$ cat src/rtl/tile_blitter.sv
// tile_blitter: streams a TILE_W x TILE_H tile from a fixed-latency ROM to the
// VGA pixel-write port at one pixel per cycle, with optional X/Y mirroring.
// Addresses are issued back to back. A delay line of screen-coordinate tokens
// runs alongside the ROM latency, so every returning word meets its own
// coordinates.
// Optional feature macro: TRANSPARENCY_EN. When it is defined, pixels whose
// colour equals TRANSPARENT_KEY are not written.
module tile_blitter #(
  parameter int TILE_W      = 8,
  parameter int TILE_H      = 8,
  parameter int X_W         = 8,
  parameter int Y_W         = 8,
  parameter int ADDR_W      = 16,
  parameter int RGB_W       = 24,
  parameter int ROM_LATENCY = 5,
  parameter logic [RGB_W-1:0] TRANSPARENT_KEY = 24'hFF00FF
) (
  input  logic              clk,
  input  logic              reset,
  input  logic              start,
  input  logic [ADDR_W-1:0] tile_addr,
  input  logic [X_W-1:0]    x_in,
  input  logic [Y_W-1:0]    y_in,
  input  logic              mirror_x,
  input  logic              mirror_y,
  output logic              busy,
  output logic              done,
  output logic              rom_req,
  output logic [ADDR_W-1:0] rom_addr,
  input  logic [RGB_W-1:0]  rom_data,
  output logic              vga_draw_enable,
  output logic [X_W-1:0]    vga_x,
  output logic [Y_W-1:0]    vga_y,
  output logic [RGB_W-1:0]  vga_rgb
);

  localparam int N     = TILE_W * TILE_H;
  localparam int COL_W = (TILE_W > 1) ? $clog2(TILE_W) : 1;
  localparam int ROW_W = (TILE_H > 1) ? $clog2(TILE_H) : 1;
  localparam int IDX_W = $clog2(N + 1);
  localparam int L     = ROM_LATENCY;

`ifdef TRANSPARENCY_EN
  localparam bit TRANSP_ON = 1'b1;
`else
  localparam bit TRANSP_ON = 1'b0;
`endif

  typedef enum logic [1:0] {S_IDLE, S_ISSUE, S_DRAIN, S_DONE} state_t;

  state_t state_q;

  // Latched tile parameters
  logic [ADDR_W-1:0] base_q;
  logic [X_W-1:0]    x0_q;
  logic [Y_W-1:0]    y0_q;
  logic              mx_q;
  logic              my_q;

  // Raster position of the address currently on rom_addr
  logic [COL_W-1:0]  col_q;
  logic [ROW_W-1:0]  row_q;
  logic [IDX_W-1:0]  idx_q;

  // Registered FSM outputs
  logic              busy_q;
  logic              done_q;
  logic              rom_req_q;
  logic [ADDR_W-1:0] rom_addr_q;

  // Token that travels with the address on rom_addr
  logic              tok_valid_q;
  logic [X_W-1:0]    tok_x_q;
  logic [Y_W-1:0]    tok_y_q;

  // Output write registers
  logic              draw_q;
  logic [X_W-1:0]    vga_x_q;
  logic [Y_W-1:0]    vga_y_q;
  logic [RGB_W-1:0]  vga_rgb_q;

  // Next-pixel computation
  logic [COL_W-1:0]  col_nx_d;
  logic [ROW_W-1:0]  row_nx_d;
  logic [IDX_W-1:0]  idx_nx_d;
  logic [ADDR_W-1:0] sel_base;
  logic [X_W-1:0]    sel_x0;
  logic [Y_W-1:0]    sel_y0;
  logic              sel_mx;
  logic              sel_my;
  logic [COL_W-1:0]  sel_col;
  logic [ROW_W-1:0]  sel_row;
  logic [IDX_W-1:0]  sel_idx;
  logic [ADDR_W-1:0] issue_addr_d;
  logic [X_W-1:0]    issue_x_d;
  logic [Y_W-1:0]    issue_y_d;

  // Delay line taps
  logic [L-1:0]      dl_valid_w;
  logic [X_W-1:0]    dl_x_w [L];
  logic [Y_W-1:0]    dl_y_w [L];
  logic              dl_any_w;
  logic              write_d;

  assign busy            = busy_q;
  assign done            = done_q;
  assign rom_req         = rom_req_q;
  assign rom_addr        = rom_addr_q;
  assign vga_draw_enable = draw_q;
  assign vga_x           = vga_x_q;
  assign vga_y           = vga_y_q;
  assign vga_rgb         = vga_rgb_q;

  // Address and screen position of the next pixel to issue. The first pixel
  // comes straight from the inputs while IDLE; later pixels come from the
  // latched copies and the advanced raster counters.
  always_comb begin
    col_nx_d = (col_q == COL_W'(TILE_W - 1)) ? '0 : col_q + 1'b1;
    row_nx_d = (col_q == COL_W'(TILE_W - 1)) ? row_q + 1'b1 : row_q;
    idx_nx_d = idx_q + 1'b1;
    if (state_q == S_IDLE) begin
      sel_base = tile_addr;
      sel_x0   = x_in;
      sel_y0   = y_in;
      sel_mx   = mirror_x;
      sel_my   = mirror_y;
      sel_col  = '0;
      sel_row  = '0;
      sel_idx  = '0;
    end else begin
      sel_base = base_q;
      sel_x0   = x0_q;
      sel_y0   = y0_q;
      sel_mx   = mx_q;
      sel_my   = my_q;
      sel_col  = col_nx_d;
      sel_row  = row_nx_d;
      sel_idx  = idx_nx_d;
    end
    issue_addr_d = sel_base + ADDR_W'(sel_idx);
    issue_x_d    = sel_x0 + (sel_mx ? X_W'(TILE_W - 1) - X_W'(sel_col) : X_W'(sel_col));
    issue_y_d    = sel_y0 + (sel_my ? Y_W'(TILE_H - 1) - Y_W'(sel_row) : Y_W'(sel_row));
  end

  // Control FSM: accept a tile, issue N raster-order reads, drain, then pulse done
  always_ff @(posedge clk or posedge reset) begin
    if (reset) begin
      state_q     <= S_IDLE;
      busy_q      <= 1'b0;
      done_q      <= 1'b0;
      rom_req_q   <= 1'b0;
      rom_addr_q  <= '0;
      base_q      <= '0;
      x0_q        <= '0;
      y0_q        <= '0;
      mx_q        <= 1'b0;
      my_q        <= 1'b0;
      col_q       <= '0;
      row_q       <= '0;
      idx_q       <= '0;
      tok_valid_q <= 1'b0;
      tok_x_q     <= '0;
      tok_y_q     <= '0;
    end else begin
      case (state_q)
        S_IDLE: begin
          done_q <= 1'b0;
          if (start) begin
            state_q     <= S_ISSUE;
            busy_q      <= 1'b1;
            base_q      <= tile_addr;
            x0_q        <= x_in;
            y0_q        <= y_in;
            mx_q        <= mirror_x;
            my_q        <= mirror_y;
            col_q       <= '0;
            row_q       <= '0;
            idx_q       <= '0;
            rom_req_q   <= 1'b1;
            rom_addr_q  <= issue_addr_d;
            tok_valid_q <= 1'b1;
            tok_x_q     <= issue_x_d;
            tok_y_q     <= issue_y_d;
          end
        end
        S_ISSUE: begin
          if (idx_q == IDX_W'(N - 1)) begin
            state_q     <= S_DRAIN;
            rom_req_q   <= 1'b0;
            rom_addr_q  <= '0;
            tok_valid_q <= 1'b0;
          end else begin
            col_q       <= col_nx_d;
            row_q       <= row_nx_d;
            idx_q       <= idx_nx_d;
            rom_addr_q  <= issue_addr_d;
            tok_valid_q <= 1'b1;
            tok_x_q     <= issue_x_d;
            tok_y_q     <= issue_y_d;
          end
        end
        S_DRAIN: begin
          // Empty pipe means the last write is on the VGA port this cycle
          if (!tok_valid_q && !dl_any_w) begin
            state_q <= S_DONE;
            done_q  <= 1'b1;
          end
        end
        S_DONE: begin
          state_q <= S_IDLE;
          done_q  <= 1'b0;
          busy_q  <= 1'b0;
        end
        default: begin
          state_q <= S_IDLE;
        end
      endcase
    end
  end

  // Coordinate delay line matching the ROM latency; the last stage lines up with rom_data
  genvar gi;
  generate
    for (gi = 0; gi < L; gi++) begin : g_stage
      logic           stage_valid_q;
      logic [X_W-1:0] stage_x_q;
      logic [Y_W-1:0] stage_y_q;
      logic           feed_valid;
      logic [X_W-1:0] feed_x;
      logic [Y_W-1:0] feed_y;

      if (gi == 0) begin : g_head
        assign feed_valid = tok_valid_q;
        assign feed_x     = tok_x_q;
        assign feed_y     = tok_y_q;
      end else begin : g_body
        assign feed_valid = dl_valid_w[gi-1];
        assign feed_x     = dl_x_w[gi-1];
        assign feed_y     = dl_y_w[gi-1];
      end

      // Advance one token per cycle; reset discards in-flight pixels
      always_ff @(posedge clk or posedge reset) begin
        if (reset) begin
          stage_valid_q <= 1'b0;
          stage_x_q     <= '0;
          stage_y_q     <= '0;
        end else begin
          stage_valid_q <= feed_valid;
          stage_x_q     <= feed_x;
          stage_y_q     <= feed_y;
        end
      end

      assign dl_valid_w[gi] = stage_valid_q;
      assign dl_x_w[gi]     = stage_x_q;
      assign dl_y_w[gi]     = stage_y_q;
    end
  endgenerate

  assign dl_any_w = |dl_valid_w;

  // A returning pixel is written unless transparency is built in and it carries the key colour
  assign write_d = dl_valid_w[L-1] && !(TRANSP_ON && (rom_data == TRANSPARENT_KEY));

  // Registered VGA write port; coordinates and colour hold between writes
  always_ff @(posedge clk or posedge reset) begin
    if (reset) begin
      draw_q    <= 1'b0;
      vga_x_q   <= '0;
      vga_y_q   <= '0;
      vga_rgb_q <= '0;
    end else begin
      draw_q <= write_d;
      if (write_d) begin
        vga_x_q   <= dl_x_w[L-1];
        vga_y_q   <= dl_y_w[L-1];
        vga_rgb_q <= rom_data;
      end
    end
  end

endmodule

$ cat config.mk
export PLATFORM = sky130hd
export DESIGN_NAME = tile_blitter
export DESIGN_NICKNAME = d
export VERILOG_FILES = /design/src/rtl/tile_blitter.sv
export SDC_FILE = /design/constraint.sdc
export NUM_CORES = 1
export LEC_CHECK = 0
export CORE_MARGIN = 2
export CORE_UTILIZATION = 35
export CTS_CLUSTER_SIZE = 24
export DETAILED_ROUTE_END_ITERATION = 6
export PLACE_DENSITY = 0.58
export SLEW_MARGIN = 0
export SYNTH_ARGS = -nofsm -noshare
export SYNTH_HDL_FRONTEND = slang
export SYNTH_SLANG_ARGS = --single-unit
$ cat constraint.sdc
create_clock -name clk -period 9.1 [get_ports clk]
set_clock_uncertainty 0.2 [all_clocks]
set_input_delay 1.82 -clock clk [delete_from_list [all_inputs] [get_ports clk]]
set_output_delay 1.82 -clock clk [all_outputs]
set_load 0.01 [all_outputs]
==> impl_metrics.ini <==
[outcome]
status = finished, final reports clean

[critical_path]
cp_data_required_time_ps = 9300
crit_family = simple AND/OR/NAND/NOR gates
arrival_ps = 4900
startpoint_type = input pin
max_stage_delay_ps = 790
endpoint_kind = flop
critPathBufInv = 2
critPathMaxFanout = 46
critical-path-slowest-cell = and2_1
crit_path_cell_trace = clkdlybuf4s50_1 > nand2_2 > and2_1 > or2_1 > buf_4 > mux2_4
path_class = input pin to flop

[synthesis]
synth_ff_type = dfrtp_1
postSynthCellCount = 634
syn_avg_cell_area_sq_um = 13.4
async_flop_share = 1.00
syn_nets = 719
yosys_warnings = 0
synth-seq-cells = 211
ys_seq_area_frac = 0.623
synth_area_sq_mm = 0.00848
ys_types = 49
synth_edf_count = 0

[grt]
grt_overflow = 0
grt_max_degree = 119
grt.met2_usage = 0.213
grt_util_met3 = 0.0286
grt_pass1_vias = 5420
use_met1 = 0.178
antenna_found_initial = 0
grt_usage = 0.131
top_usage_layer = met2
grt_pass1_wl_um = 27700

[sta]
fmax_mhz = 213
worst-slew-pin-transition_ps = 1120
slew_viol_final = 0
slew_headroom = 0.253
period_share = 0.517
setup_viol_count_final = 0
min_period_ps = 4700
fin_tns_setup_ps = 0
setup_ws_ps = 4400
rsz0062_at_grt = no
hold_violations = 0

[die]
rows = 56
initial_core_util = 0.359
die_w_um = 160
core_area_sq_mm = 0.0236
ios = 121
die-area_sq_mm = 0.0255
die_h_um = 160

[detailed_routing]
wirelength_um = 16700
viasPerCell = 4.74
drc_errors = 0
vias = 5180
initialDrtViolationCount = 268
dr.pass1.iters = 4
wl_per_cell_um = 15.3
drtAntennaViolNets = 0

[run]
cap_violations = 0

[finish]
drive_gt1_frac = 0.190
syn_to_final_growth_pct = 27.8
fin_nets = 840

[clock_tree]
hold_buffers = 0
cts_resized = 0
clk_latency_ps = 510
clkTransAtPathRegs_ps = 60
htree_levels = 1
clock_path_buffers = 3
tritoncts.num_buffers = 23
cts_sinks = 211
cts_root_buffer = clkbuf_16
postCtsSetupRepairBufs = 0
cts_tree = built

[pwr]
leakagePower_nw = 4.67
powerDensity_mw_per_mm2 = 354
ir_worst_vdd_mv = 0.163

[hold_path]
hp-class = flop to flop

[placed_design]
dp_hpwl_um = 11200
io_buffers = 120
place_ws_ps = 3820
gp_congestion = 0.792
-- power by group --
group,total (mW),internal (mW),switching [mW]
Combinational,1.32,0.669,0.655
Sequential,1.49,1.31,0.175
Clock,1.02,0.643,0.378
Total,3.84,2.63,1.21
-- final timing paths --
kind | start | end | slack [ps] | cells past startpoint
worst min register to register | g_stage[3].stage_y_q[7] | g_stage[4].stage_y_q[7] | 150 | 0
max in group asynchronous | reset | y0_q[0] | 5350 | 3
min in group asynchronous | reset | vga_rgb[12] | 1680 | 2
worst min-delay path | g_stage[3].stage_y_q[7] | g_stage[4].stage_y_q[7] | 150 | 0
worst max-delay path | start | g_stage[0].feed_y[0] | 4400 | 6
worst max register to register | state_q[0] | g_stage[0].feed_y[0] | 5350 | 8
-- sequential cells by signal, summed over array words and instances (netlist names) --
signal,flops
g_stage.stage_x_q,40
g_stage.stage_y_q,40
vga_rgb,24
base_q,16
rom_addr,16
g_stage.feed_x,8
g_stage.feed_y,8
vga_x,8
vga_y,8
x0_q,8
y0_q,8
idx_q,7
g_stage.stage_valid_q,5
col_q,3
row_q,3
state_q,2
busy,1
done,1
g_stage.feed_valid,1
mx_q,1
my_q,1
rom_req,1
vga_draw_enable,1
-- cell type report --
cell class | count | area, sq um
fill | 2124 | 12800
sequential | 211 | 5280
multi-input combinational | 386 | 3030
timing repair buffer | 123 | 1220
clock buffer | 29 | 638
tap | 319 | 399
clock inverter | 13 | 213
inverter | 10 | 45.0
antenna | 1 | 2.50
-- synthesized netlist by cell type, types with 2 or more instances --
master / instances / area [sq um]
nand2b_1: 3 / 18.8
buf_4: 2 / 15.0
mux2_4: 4 / 60.1
o211ai_1: 3 / 22.5
nor2_1: 23 / 86.3
xnor2_1: 25 / 219
mux2i_1: 15 / 150
nand2_1: 52 / 195
ha_1: 21 / 263
fa_1: 3 / 60.1
nand3_1: 11 / 55.1
nor2b_1: 7 / 43.8
o21ai_1: 31 / 155
nand3b_1: 5 / 37.5
buf_2: 11 / 55.1
dfrtp_1: 211 / 5280
a32oi_1: 3 / 26.3
a32o_1: 2 / 20.0
inv_1: 9 / 33.8
nor3_1: 3 / 15.0
a21oi_1: 21 / 105
xor2_1: 14 / 123
o31ai_1: 10 / 75.1
and3_1: 4 / 25.0
clkbuf_1: 6 / 22.5
o21ai_0: 12 / 60.1
a21o_1: 3 / 22.5
buf_1: 7 / 26.3
mux2_2: 92 / 1040
a221oi_1: 2 / 17.5
-- per-stage QoR --
step	utilization	area, sq um	power [mW]	instances	hold slack [ps]
after floorplan	-	8480	2.43	634	131
after global placement	0.423	9980	2.79	1049	131
after detailed placement	0.423	9980	2.85	1049	135
after CTS	0.459	10800	3.90	1091	149
after global routing	0.459	10800	4.10	1091	151
final	0.459	10800	3.84	1092	146
-- cells in the final DEF (no fill, tap or decap), types with 3 or more instances in the layout --
cell type,count
a21o_1,3
a21oi_1,21
a32oi_1,3
and3_1,4
buf_4,3
bufinv_16,5
clkbuf_16,23
clkbuf_8,4
clkdlybuf4s50_1,120
clkinv_2,4
clkinvlp_4,3
dfrtp_1,210
fa_1,3
ha_1,20
inv_1,8
mux2_2,92
mux2_4,4
mux2i_1,15
nand2_1,52
nand2b_1,3
nand3_1,11
nand3b_1,5
nor2_1,23
nor2b_1,7
nor3_1,3
o211ai_1,3
o21ai_0,12
o21ai_1,31
o31ai_1,10
xnor2_1,25
xor2_1,14
-- logic make-up after synthesis --
kind of cell / Yosys count / synth area share
adder cells (fa/ha/maj): 24 / 0.0381
XOR/XNOR: 39 / 0.0403
AO/OA/AOI/OAI: 96 / 0.0686
AND/OR/NAND/NOR: 116 / 0.0633
buffers and inverters: 37 / 0.0198
multiplexers: 111 / 0.147
flip-flops: 211 / 0.623
-- metal layers --
layer | vias up | routed length (um)
li1 | 2459 | -
met1 | 2555 | 7550
met2 | 133 | 7830
met3 | 33 | 847
met4 | 0 | 488
met5 | - | 0
No activity file was read; power rests on OpenSTA's default activity.
